==> src/rtl/mac_pkg.sv <==
// Shared types and saturating-add helper for the MAC dot-product engine.
package mac_pkg;

    typedef enum logic [1:0] {IDLE, MUL, ACC} mac_state_t;

    // Widest accumulator the helper supports; callers zero-extend into it.
    localparam int MAX_ACC = 128;

    typedef struct packed {
        logic               ovf;
        logic [MAX_ACC-1:0] val;
    } sat_res_t;

    // sum holds an (aw+1)-bit extended sum; returns the aw-bit result.
    function automatic sat_res_t sat_add(
        input logic [MAX_ACC:0] sum,
        input logic [7:0]       aw,
        input logic             mode,
        input logic             sat_en
    );
        sat_res_t           r;
        logic [MAX_ACC-1:0] mask;
        logic [MAX_ACC-1:0] smax;
        logic               top_b;
        logic               msb_b;
        mask  = (MAX_ACC'(1) << aw) - MAX_ACC'(1);
        smax  = mask >> 1;
        top_b = sum[aw];
        msb_b = sum[aw - 8'd1];
        r.ovf = mode ? (top_b ^ msb_b) : top_b;
        if (r.ovf && sat_en) begin
            r.val = mode ? (top_b ? (mask & ~smax) : smax) : mask;
        end else begin
            r.val = sum[MAX_ACC-1:0] & mask;
        end
        return r;
    endfunction

endpackage

==> src/rtl/mac_dot_engine_mult.sv <==
// Iterative shift-add multiplier: one partial product per cycle,
// magnitudes in signed mode with a final sign fix-up.
module mac_seq_mult #(
    parameter int DATA_WIDTH = 16
) (
    input  logic                    clk,
    input  logic                    rst_n,
    input  logic                    i_start,
    input  logic                    i_abort,
    input  logic                    i_signed,
    input  logic [DATA_WIDTH-1:0]   i_a,
    input  logic [DATA_WIDTH-1:0]   i_b,
    output logic                    o_done,
    output logic [2*DATA_WIDTH-1:0] o_prod
);
    localparam int PW = 2 * DATA_WIDTH;
    localparam int CW = $clog2(DATA_WIDTH);

    logic [PW-1:0]         r_mcand;
    logic [PW-1:0]         r_acc;
    logic [DATA_WIDTH-1:0] r_mplier;
    logic [CW-1:0]         r_cnt;
    logic                  r_run;
    logic                  r_neg;
    logic                  w_neg_a;
    logic                  w_neg_b;
    logic [DATA_WIDTH-1:0] w_mag_a;
    logic [DATA_WIDTH-1:0] w_mag_b;

    // -2^(W-1) negates to itself, which is its correct unsigned magnitude.
    assign w_neg_a = i_signed & i_a[DATA_WIDTH-1];
    assign w_neg_b = i_signed & i_b[DATA_WIDTH-1];
    assign w_mag_a = w_neg_a ? -i_a : i_a;
    assign w_mag_b = w_neg_b ? -i_b : i_b;
    assign o_done  = r_run && (r_cnt == CW'(DATA_WIDTH - 1));
    assign o_prod  = r_neg ? -r_acc : r_acc;

    always_ff @(posedge clk or negedge rst_n) begin
        if (!rst_n) begin
            r_mcand  <= '0;
            r_acc    <= '0;
            r_mplier <= '0;
            r_cnt    <= '0;
            r_run    <= 1'b0;
            r_neg    <= 1'b0;
        end else if (i_abort) begin
            r_run <= 1'b0;
        end else if (i_start) begin
            r_mcand  <= {{DATA_WIDTH{1'b0}}, w_mag_a};
            r_mplier <= w_mag_b;
            r_acc    <= '0;
            r_cnt    <= '0;
            r_run    <= 1'b1;
            r_neg    <= w_neg_a ^ w_neg_b;
        end else if (r_run) begin
            if (r_mplier[0]) begin
                r_acc <= r_acc + r_mcand;
            end
            r_mcand  <= r_mcand << 1;
            r_mplier <= r_mplier >> 1;
            r_cnt    <= r_cnt + 1'b1;
            if (o_done) begin
                r_run <= 1'b0;
            end
        end
    end

endmodule

==> src/rtl/mac_dot_engine.sv <==
// Sequential multiply-accumulate dot-product engine with valid/ready
// input, signed/unsigned accumulation and optional saturation.
module mac_dot_engine
    import mac_pkg::*;
#(
    parameter int DATA_WIDTH = 16,
    parameter int ACC_WIDTH  = 40
) (
    input  logic                  clk,
    input  logic                  rst_n,
    input  logic                  in_valid,
    output logic                  in_ready,
    input  logic [DATA_WIDTH-1:0] a_in,
    input  logic [DATA_WIDTH-1:0] b_in,
    input  logic                  last_in,
    input  logic                  signed_mode,
    input  logic                  sat_en,
    input  logic                  clr_acc,
    output logic [ACC_WIDTH-1:0]  acc_out,
    output logic [ACC_WIDTH-1:0]  result_out,
    output logic                  result_valid,
    output logic                  overflow,
    output logic                  busy
);
    localparam int PW = 2 * DATA_WIDTH;

    mac_state_t             r_state;
    mac_state_t             w_next;
    logic                   w_accept;
    logic                   w_done;
    logic                   r_last;
    logic                   r_signed;
    logic                   r_sat;
    logic [ACC_WIDTH-1:0]   r_acc;
    logic [ACC_WIDTH-1:0]   r_result;
    logic                   r_rv;
    logic                   r_ovf;
    logic [PW-1:0]          w_prod;
    logic [ACC_WIDTH:0]     w_acc_ext;
    logic [ACC_WIDTH:0]     w_prod_ext;
    logic [ACC_WIDTH:0]     w_sum;
    sat_res_t               w_sat;

    assign w_accept = in_valid && in_ready;

    mac_seq_mult #(.DATA_WIDTH(DATA_WIDTH)) u_mult (
        .clk      (clk),
        .rst_n    (rst_n),
        .i_start  (w_accept),
        .i_abort  (clr_acc),
        .i_signed (signed_mode),
        .i_a      (a_in),
        .i_b      (b_in),
        .o_done   (w_done),
        .o_prod   (w_prod)
    );

    // One extra bit exposes signed overflow or unsigned carry.
    assign w_prod_ext = r_signed
        ? {{(ACC_WIDTH + 1 - PW){w_prod[PW-1]}}, w_prod}
        : {{(ACC_WIDTH + 1 - PW){1'b0}}, w_prod};
    assign w_acc_ext  = {r_signed & r_acc[ACC_WIDTH-1], r_acc};
    assign w_sum      = w_acc_ext + w_prod_ext;
    assign w_sat      = sat_add({{(MAX_ACC - ACC_WIDTH){1'b0}}, w_sum},
                                8'(ACC_WIDTH), r_signed, r_sat);

    always_ff @(posedge clk or negedge rst_n) begin
        if (!rst_n) begin
            r_state <= IDLE;
        end else begin
            r_state <= w_next;
        end
    end

    always_comb begin
        w_next = r_state;
        if (clr_acc) begin
            w_next = IDLE;
        end else begin
            unique case (r_state)
                IDLE:    if (w_accept) w_next = MUL;
                MUL:     if (w_done) w_next = ACC;
                ACC:     w_next = IDLE;
                default: w_next = IDLE;
            endcase
        end
    end

    always_comb begin
        in_ready = (r_state == IDLE) && !clr_acc;
        busy     = (r_state != IDLE);
    end

    always_ff @(posedge clk or negedge rst_n) begin
        if (!rst_n) begin
            r_last   <= 1'b0;
            r_signed <= 1'b0;
            r_sat    <= 1'b0;
            r_acc    <= '0;
            r_result <= '0;
            r_rv     <= 1'b0;
            r_ovf    <= 1'b0;
        end else begin
            r_rv <= 1'b0;
            if (clr_acc) begin
                r_acc <= '0;
                r_ovf <= 1'b0;
            end else begin
                if (w_accept) begin
                    r_last   <= last_in;
                    r_signed <= signed_mode;
                    r_sat    <= sat_en;
                end
                if (r_state == ACC) begin
                    r_ovf <= r_ovf | w_sat.ovf;
                    if (r_last) begin
                        r_result <= w_sat.val[ACC_WIDTH-1:0];
                        r_rv     <= 1'b1;
                        r_acc    <= '0;
                    end else begin
                        r_acc <= w_sat.val[ACC_WIDTH-1:0];
                    end
                end
            end
        end
    end

    assign acc_out      = r_acc;
    assign result_out   = r_result;
    assign result_valid = r_rv;
    assign overflow     = r_ovf;

endmodule

==> config.mk <==
export PLATFORM = sky130hd
export DESIGN_NAME = mac_dot_engine
export DESIGN_NICKNAME = d
export VERILOG_FILES = /design/src/rtl/mac_pkg.sv /design/src/rtl/mac_dot_engine_mult.sv /design/src/rtl/mac_dot_engine.sv
export SDC_FILE = /design/constraint.sdc
export NUM_CORES = 1
export LEC_CHECK = 0
export ABC_AREA = 1
export CAP_MARGIN = 25
export CORE_MARGIN = 10
export CORE_UTILIZATION = 59
export CTS_CLUSTER_SIZE = 40
export DETAILED_ROUTE_END_ITERATION = 7
export PLACE_DENSITY_LB_ADDON = 0.25
export SKIP_CTS_REPAIR_TIMING = 1
export SYNTH_ARGS = -nofsm -noshare
export SYNTH_HDL_FRONTEND = slang
export SYNTH_SLANG_ARGS = --single-unit
==> constraint.sdc <==
create_clock -name clk -period 6.1 [get_ports clk]
set_input_delay 1.22 -clock clk [delete_from_list [all_inputs] [get_ports clk]]
set_output_delay 1.22 -clock clk [all_outputs]
set_load 0.005 [all_outputs]
## After elaboration in Yosys (flattened, before gate mapping)

Index checks and enable logic that the tools add are counted.

| storage, ports and cells | value |
|---|---|
| bits in registers | 173 |
| logic and storage cells | 80 |

| cells by class | value |
|---|---|
| add/sub/neg operators | 6 |
| equal/unequal tests | 5 |
| muxes and demuxes | 33 |
| bitwise logic cells | 7 |
| reduce and logical (&&, ||, !) cells | 15 |

Operators by type and width:

| kind | number |
|---|---|
| 2-to-1 mux 40 bit | 6 |
| 2-to-1 mux 32 bit | 6 |
| 2-to-1 mux 16 bit | 4 |
| adder 41 bit | 1 |
| 2-to-1 mux 41 bit | 1 |
| adder 32 bit | 1 |
| negator 16 bit | 2 |
| negator 32 bit | 1 |
| 2-to-1 mux 1 bit | 10 |
| 2-to-1 mux 4 bit | 2 |
| nonzero test 2 bit | 4 |
| 2-to-1 mux 2 bit | 3 |
| inequality test 3 x 2 -> 1 bit, second input constant | 2 |
| AND reduction 2 bit | 3 |
| AND reduction 3 bit | 2 |
| adder 4 x 1 -> 4 bit, second input constant | 1 |
| equality test 4 bit, second input constant | 1 |
| logical AND 1 bit | 4 |
| one-hot mux 2 bit (2 select lines) | 1 |
| bitwise AND 1 bit | 3 |
| equality test 2 x 1 -> 1 bit, second input constant | 1 |
| equality test 2 bit, second input constant | 1 |
| logical NOT 2 bit | 1 |
| bitwise XOR 1 bit | 2 |
| 3 further kinds | 3 |

## Logic depth before layout (Yosys ltp)

| logic depth | value |
|---|---|
| depth after elaboration | 11 |
| mapped depth | 31 |
| depth with buffers taken out | 30 |

## Cells and area by module

Synthesis repeated with hierarchy kept, for this count alone.

| second synthesis, totals | value |
|---|---|
| cells, all modules | 2,213 |
| area, all modules | 14,139.8 um^2 |

Modules (own cells, without submodules):

| module | instances | cells each | area each (um^2) | seq. area each (um^2) |
|---|---|---|---|---|
| mac_seq_mult | 1 | 1,223 | 7,646.1 | 2,152.1 |
| mac_dot_engine | 1 | 990 | 6,493.7 | 2,177.1 |

## Least setup slack after synthesis

OpenSTA, ideal clock, no wires.

| path | value |
|---|---|
| path kind | register -> register |
| from | reg u_mult.r_acc[1] |
| to | reg r_acc[29], in the netlist acc_out[29] |
| arrival time | 4,149 ps |
| required time | 5,983 ps |
| slack | 1,835 ps |
| cell stages (with the launch flop) | 31 |
| path buffers | 2 |
| period minus slack after synthesis | 4,265 ps |
| cells stage by stage | dfrtp_1 -> inv_1 -> ha_1 -> nand3_1 -> nor3_1 -> inv_1 -> nor2_1 -> nand4_1 -> nor3_1 -> nand4_1 -> nor3_1 -> a31oi_1 -> xor2_1 -> ha_1 -> nand2_1 -> nor4_1 -> nand3_1 -> nand3_1 -> nand3_1 -> nand3_1 -> nand2_1 -> nand3_1 -> inv_1 -> nand2_1 -> nand2_2 -> nand3_2 -> buf_6 -> buf_6 -> nand2_2 -> nand2_1 -> nand2_1 |

| between the ends | value |
|---|---|
| word-level cells in the longest chain between the ends | 11 |
| elaborated cells between the ends (all ways) | 13 |
| those cells by class | add/sub (2); mux (9); bitwise (1); reduce/logical (1) |

RTL lines:

| item | RTL line | source |
|---|---|---|
| start, declared | mac_dot_engine_mult.sv:20 | `logic [PW-1:0] r_acc;` |
| start signal, assigned | mac_dot_engine_mult.sv:57 | `r_acc <= r_acc + r_mcand;` |
| negator 32 bit | mac_dot_engine_mult.sv:36 | `assign o_prod = r_neg ? -r_acc : r_acc;` |
| 2-to-1 mux 32 bit (*) | mac_dot_engine_mult.sv:36 |  |
| 2-to-1 mux 41 bit (*) | mac_dot_engine.sv:60 | `? {{(ACC_WIDTH + 1 - PW){w_prod[PW-1]}}, w_prod}` |
| adder 41 bit (*) | mac_dot_engine.sv:63 | `assign w_sum = w_acc_ext + w_prod_ext;` |
| bitwise XOR 1 bit | mac_pkg.sv:30 | `r.ovf = mode ? (top_b ^ msb_b) : top_b;` |
| 2-to-1 mux 1 bit | mac_pkg.sv:30 |  |
| logical AND 1 bit | mac_pkg.sv:31 | `if (r.ovf && sat_en) begin` |
| 2-to-1 mux 40 bit (*) | mac_pkg.sv:31 |  |
| 2-to-1 mux 40 bit (*) | mac_dot_engine.sv:116 | `if (r_last) begin` |
| 2-to-1 mux 40 bit (*) | mac_dot_engine.sv:114 | `if (r_state == ACC) begin` |
| 2-to-1 mux 40 bit (*) | mac_dot_engine.sv:105 | `if (clr_acc) begin` |
| end signal, assigned | mac_dot_engine.sv:121 | `r_acc <= w_sat.val[ACC_WIDTH-1:0];` |
| end, declared | mac_dot_engine.sv:34 | `logic [ACC_WIDTH-1:0] r_acc;` |

Mark *: on every way between the ends. The rest lies on a longest branch, timed or not. The select of a mux whose other input is x is not followed.
A chain may end at the register's enable or synchronous reset.

## Worst setup path in the final report

| path | value |
|---|---|
| from | reg u_mult.r_acc[1] |
| to | reg r_result[24], in the netlist result_out[24] |

| between the ends | value |
|---|---|
| word-level cells in the longest chain between the ends | 8 |
| elaborated cells between the ends (all ways) | 10 |
| those cells by class | add/sub (2); mux (6); bitwise (1); reduce/logical (1) |

RTL lines:

| item | RTL line | source |
|---|---|---|
| negator 32 bit | mac_dot_engine_mult.sv:36 |  |
| 2-to-1 mux 32 bit (*) | mac_dot_engine_mult.sv:36 |  |
| 2-to-1 mux 41 bit (*) | mac_dot_engine.sv:60 |  |
| adder 41 bit (*) | mac_dot_engine.sv:63 |  |
| bitwise XOR 1 bit | mac_pkg.sv:30 |  |
| 2-to-1 mux 1 bit | mac_pkg.sv:30 |  |
| logical AND 1 bit | mac_pkg.sv:31 |  |
| 2-to-1 mux 40 bit (*) | mac_pkg.sv:31 |  |
| end signal, assigned | mac_dot_engine.sv:117 | `r_result <= w_sat.val[ACC_WIDTH-1:0];` |
| end, declared | mac_dot_engine.sv:35 | `logic [ACC_WIDTH-1:0] r_result;` |

Mark *: on every way between the ends. The rest lies on a longest branch, timed or not.

==> out/metrics.csv <==
metric,value,unit
fmax,188,MHz
fin_crit_sh,87.3,%
ys_ff_latch,173,
synth-edff-count,0,
synth-compound-area-share,15.0,%
via_per_inst,5.59,
synth-xor-area-share,6.87,%
cts.sinks,173,
grt_antenna_before_repair,0,
final_nets,1956,
synth_fa_ha_area_share,7.59,%
hold-worst-slack,0.454,ns
gp_congestion,0.939,
top_layer,met4,
die_h,164,microns
h-tree-depth,4,
synthesis.instances,1739,
clockRootBuffer,clkbuf_16,
drive_gt1_share,4.47,%
antennaDiodeCount,0,
final_cell_mix,"nand2_1 (574), inv_1 (187), dfrtp_1 (173), o21ai_0 (124), nor2_1 (122)",
dieArea,0.0269,sq mm
cts_tree,yes,
synthSimpleGateAreaFrac,27.4,%
met1Wirelength,14100,microns
vdd_ir_drop_max,0.000265,V
drt-wirelength-per-cell,15.6,microns
worstSkewPairLatency,0.45,ns
cp-end-kind,register,
final_common_cell,nand2_1,
hold_path_class,reg2reg,
syn_avg_cell_area,7.04,sq um
fp.dieW,164,microns
drt-initial-drc-count,833,
initial_core_util,60.3,%
ant_nets,0,
cts_buffers,17,
ys_types,45,
cpMaxStageDelayCell,buf_4,
area_delta_synth_final,17.1,%
max_stage_delay,0.41,ns
period_minus_slack,5.32,ns
wl_met3,2660,microns
path_class,reg2reg,
core,0.0203,sq mm
power.leakage,0.00775,uW
instances_no_fill,2126,
io_buffer_count,122,
dpl.cell_count,2095,
gr-total-overflow,0,
hold_viol_final,0,
post-place-ws,0.867,ns
rsz0062_at_grt,no,
fin_skew,0.0126,ns
grt_pass1_wl,54900,microns
synth.area.mux_share,0,%
via_count,11886,
worstMarginPinSlew,0.866,ns
utilization,70.6,%
status,"complete, no violations",
layout_setup_ws,0.776,ns
place_hpwl,24700,microns
fin_setup_tns,0,ns
grt_use_total,24.7,%
grt_pass1_vias,11522,
route.met2.wl,15900,microns
syn_nets,1851,
power.density,293,mW/mm^2
wl,33300,microns
critPathLaunchType,register,
drc_errors,0,
synth_top_flop_cell,dfrtp_1,
async_flop_share,100,%
cts.clk_slew.worst_paths,0.07,ns
ys_seq_area_share,35.4,%
io_pins,123,
relSlewSlack,42.3,%
syn_area,0.0122,sq mm
cp.required,6.43,ns
setup_viol,0,
yosys_warnings,0,
grt_max_degree,71,
slew_viol_final,0,
critPathMaxFanout,37,
firstDrtPassIters,5,
core.rowCount,52,
cts_buffer_depth,2,
max-cap-violations,0,
synth_top_family_by_area,simple AND/OR/NAND/NOR gates,
worstPathArrival,5.65,ns
metrics by stage:
step           area [sq um]  power (uW)
3_5_place_dp          13700        3000
2_1_floorplan         12200        2600
3_3_place_gp          13700        2940
5_1_grt               14300        4470
6_report              14300        4190
4_1_cts               14300        4180
flip-flops by register name (all words and copies together), names as in the netlist:
signal           flops
u_mult.r_mplier     16
result_out          40
result_valid         1
r_sat                1
overflow             1
u_mult.r_acc        32
r_signed             1
r_state              2
u_mult.r_mcand      32
u_mult.r_cnt         4
u_mult.r_run         1
u_mult.r_neg         1
acc_out             40
r_last               1
cell families (layout without fill, tap and decap cells):
group           after synthesis  in the layout
xor+xnor                     96             96
simple gates                825            825
buf+inv                     246            363
flops                       173            173
compound gates              326            326
fa+ha+maj                    73             73
final cells by class:
type	count	area [sq um]
clock buffers	21	470
clock inverters	10	153
fillers	1736	5970
inverters	194	728
multi-input cells	1320	6970
flip-flops and latches	173	4330
well taps	270	338
repair buffers	138	1340
synthesized netlist by cell type (7+ instances only):
cell,instances,area (sq um)
o22ai_1,14,87.6
o31ai_1,10,75.1
nand2_2,20,125
o21ai_0,124,621
nand2_1,574,2150
a21oi_1,109,546
nor4_1,7,43.8
buf_2,9,45.0
nor2_1,123,462
o221ai_1,10,87.6
xnor2_1,22,193
nand3_1,47,235
nor3_1,25,125
a21boi_0,10,75.1
clkbuf_1,38,143
dfrtp_1,173,4330
nand4_1,9,56.3
ha_1,71,888
inv_1,187,702
a31oi_1,22,138
xor2_1,74,648
worst paths after layout:
kind	slack, ns	cells after the start	end	startpoint
worst min register to register	0.45	1	r_state[1]$_DFFE_PN0P_	r_state[1]$_DFFE_PN0P_
worst min-delay path	0.45	1	r_state[1]$_DFFE_PN0P_	r_state[1]$_DFFE_PN0P_
worst max-delay path	0.78	29	result_out[24]$_DFFE_PN0P_	u_mult.r_acc[1]$_DFFE_PN0P_
max in group asynchronous	4.18	2	result_out[22]$_DFFE_PN0P_	rst_n
min in group asynchronous	0.68	1	result_out[1]$_DFFE_PN0P_	rst_n
worst max register to register	0.78	29	result_out[24]$_DFFE_PN0P_	u_mult.r_acc[1]$_DFFE_PN0P_
layer usage:
metal  GRT usage, %  up-vias
met3           4.01       60
met4           7.80        0
met1           30.8     5500
met2           43.0      459
li1               -     5867
met5              0        -
power by group:
part	internal (uW)	leakage, uW	switching (uW)
clock network	683	0.000303	490
registers	1260	0.00233	117
logic	584	0.00512	1060
total	2530	0.00775	1660
critical path: cells and delay by family (launching register included):
family / cells / cell delay (ns)
buffers and inverters: 4 / 0.68
adder cells (fa/ha/maj): 2 / 0.54
flip-flops: 1 / 0.40
AO/OA/AOI/OAI: 1 / 0.16
AND/OR/NAND/NOR: 21 / 3.18
XOR/XNOR: 1 / 0.19
Power figures use the tool's default switching activity.
==> RTL change: new RTL, config.mk and constraints unchanged <==
The parameter `ACC_WIDTH` goes from 40 to 80.
--- a/src/rtl/mac_dot_engine.sv
+++ b/src/rtl/mac_dot_engine.sv
@@ -6,3 +6,3 @@
     parameter int DATA_WIDTH = 16,
-    parameter int ACC_WIDTH  = 40
+    parameter int ACC_WIDTH  = 80
 ) (
Ports: changed (resized acc_out and result_out); port bits go from 123 to 203. No check against the original RTL was run, so the function may have changed too.
==> RTL change against the unedited design <==
Count of clock-buffer cells in the layout increased by 20. Sequential cell count increased by 80. Non-clock buffer count increased by 89. Wire length increased by 95%. Design area increased by 60%. Via count increased by 73%. Area after synthesis increased by 59%. Clock skew increased by 0.017 ns. Total power increased by 34%. Highest routed layer is now met5. Clock power increased by 54%. Synthesized cell count increased by 70%. Largest power group unchanged. Setup slack got worse by 0.38 ns.
==> RTL change: results (changes against the unedited design) <==
[status]
outcome=complete, no violations

[critical_path]
rr_worst_depth=37  ; +28%
crit_end=acc_out[23]$_DFFE_PN0P_
worstPathMaxFanout=26  ; -30%
slowest_stage=dfrtp_1
r2r_end=acc_out[23]$_DFFE_PN0P_

[placed_design]
gp_congestion=0.989  ; +5.4%
dp_cells=3528  ; +68%
portBuffers=202  ; +66%
post_dp_cell_area_um2=21800  ; +59%
hpwl_um=48500  ; +96%
pre_cts_slack_ns=0.306  ; -0.560 ns

[yosys]
syn_nets=3069  ; +66%
avgSynthCellArea_um2=6.59  ; -6.3%
synth_xor_area_frac=0.0575  ; -0.0112
synth_area_leaders=dfrtp_1 (32%), nand2_1 (22%), inv_1 (6.1%)
ys_seq_area_frac=0.325  ; -0.0291
yosys-top-cells-count=nand2_1 (1,133), inv_1 (315), dfrtp_1 (253), nor2_1 (225), o21ai_0 (169)

[timing]
relSlewSlack=0.312  ; -0.111
layout_worst_path_cycle_share=0.936  ; +0.0631
fin_skew_ns=0.0294  ; +0.0168 ns

[global_route]
grt_pass1_wl_um=103000  ; +88%
grt_usage=0.304  ; +0.0568
grt_max_degree=167  ; +140%
antenna_found_initial=1  ; +1

[drt]
dr_total_vias=20504  ; +73%
wl_per_cell_um=18.1  ; +16%

[power_and_ir_drop]
switchingPower_w=0.00211  ; +27%
ir_drop_mv=0.263  ; -0.61%
p_leak_nw=11.9  ; +54%

[final_layout]
stdcell_count=3582  ; +68%
drive_above_1_share=0.0513  ; +0.00655
final_nets=3229  ; +65%

[clocking]
clock_latency_ns=0.59  ; +0.14 ns
numCtsBuffers=28  ; +11

## RTL change: cell types whose count changed in the layout (fill, tap and decap cells not counted), moves of 41 or more
cell             change
nand2_1            +557
inv_1              +128
nor2_1             +100
clkdlybuf4s50_1     +80
dfrtp_1             +80
nand3_1             +52
o21ai_0             +44
o41ai_1             +41
## RTL change: stage by stage
| stage | utilization | hold WS, ns |
|---|---|---|
| floorplan | - | 0.432 |
| global placement | 0.671 | 0.443 |
| detailed placement | 0.671 | 0.462 |
| CTS | 0.701 | 0.470 |
| global route | 0.704 | 0.499 |
| finish | 0.704 | 0.470 |
## RTL change: final cells by class
cell class / instances / area, µm²
Clock buffer: 41 / 830
Multi-Input combinational cell: 2283 / 11500
Fill cell: 2765 / 9640
Sequential cell: 253 / 6330
Inverter: 325 / 1220
Timing Repair Buffer: 227 / 2300
Tap cell: 442 / 553
Clock inverter: 11 / 164
## RTL change: routing by layer
layer	GRT usage	share of wire
met1	0.360	0.40
met2	0.546	0.50
met3	0.0469	0.060
met4	0.109	0.037
met5	0	0.00020
## RTL change: logic make-up (layout without fill, tap and decap cells)
group | Yosys count | count (layout)
adders and majority gates | 72 | 72
DFF | 253 | 253
buffers and inverters | 422 | 604
AOI/OAI and AO/OA | 488 | 488
and+or+nand+nor | 1595 | 1595
xor gates and xnor gates | 128 | 128
## RTL change: power groups by stage
stage	clock network [W]	registers, W	logic, W
after floorplan	0	0.00187	0.00143
after global placement	0	0.00190	0.00178
after detailed placement	0	0.00190	0.00185
after CTS	0.00181	0.00187	0.00187
after global routing	0.00188	0.00189	0.00215
final	0.00180	0.00188	0.00193
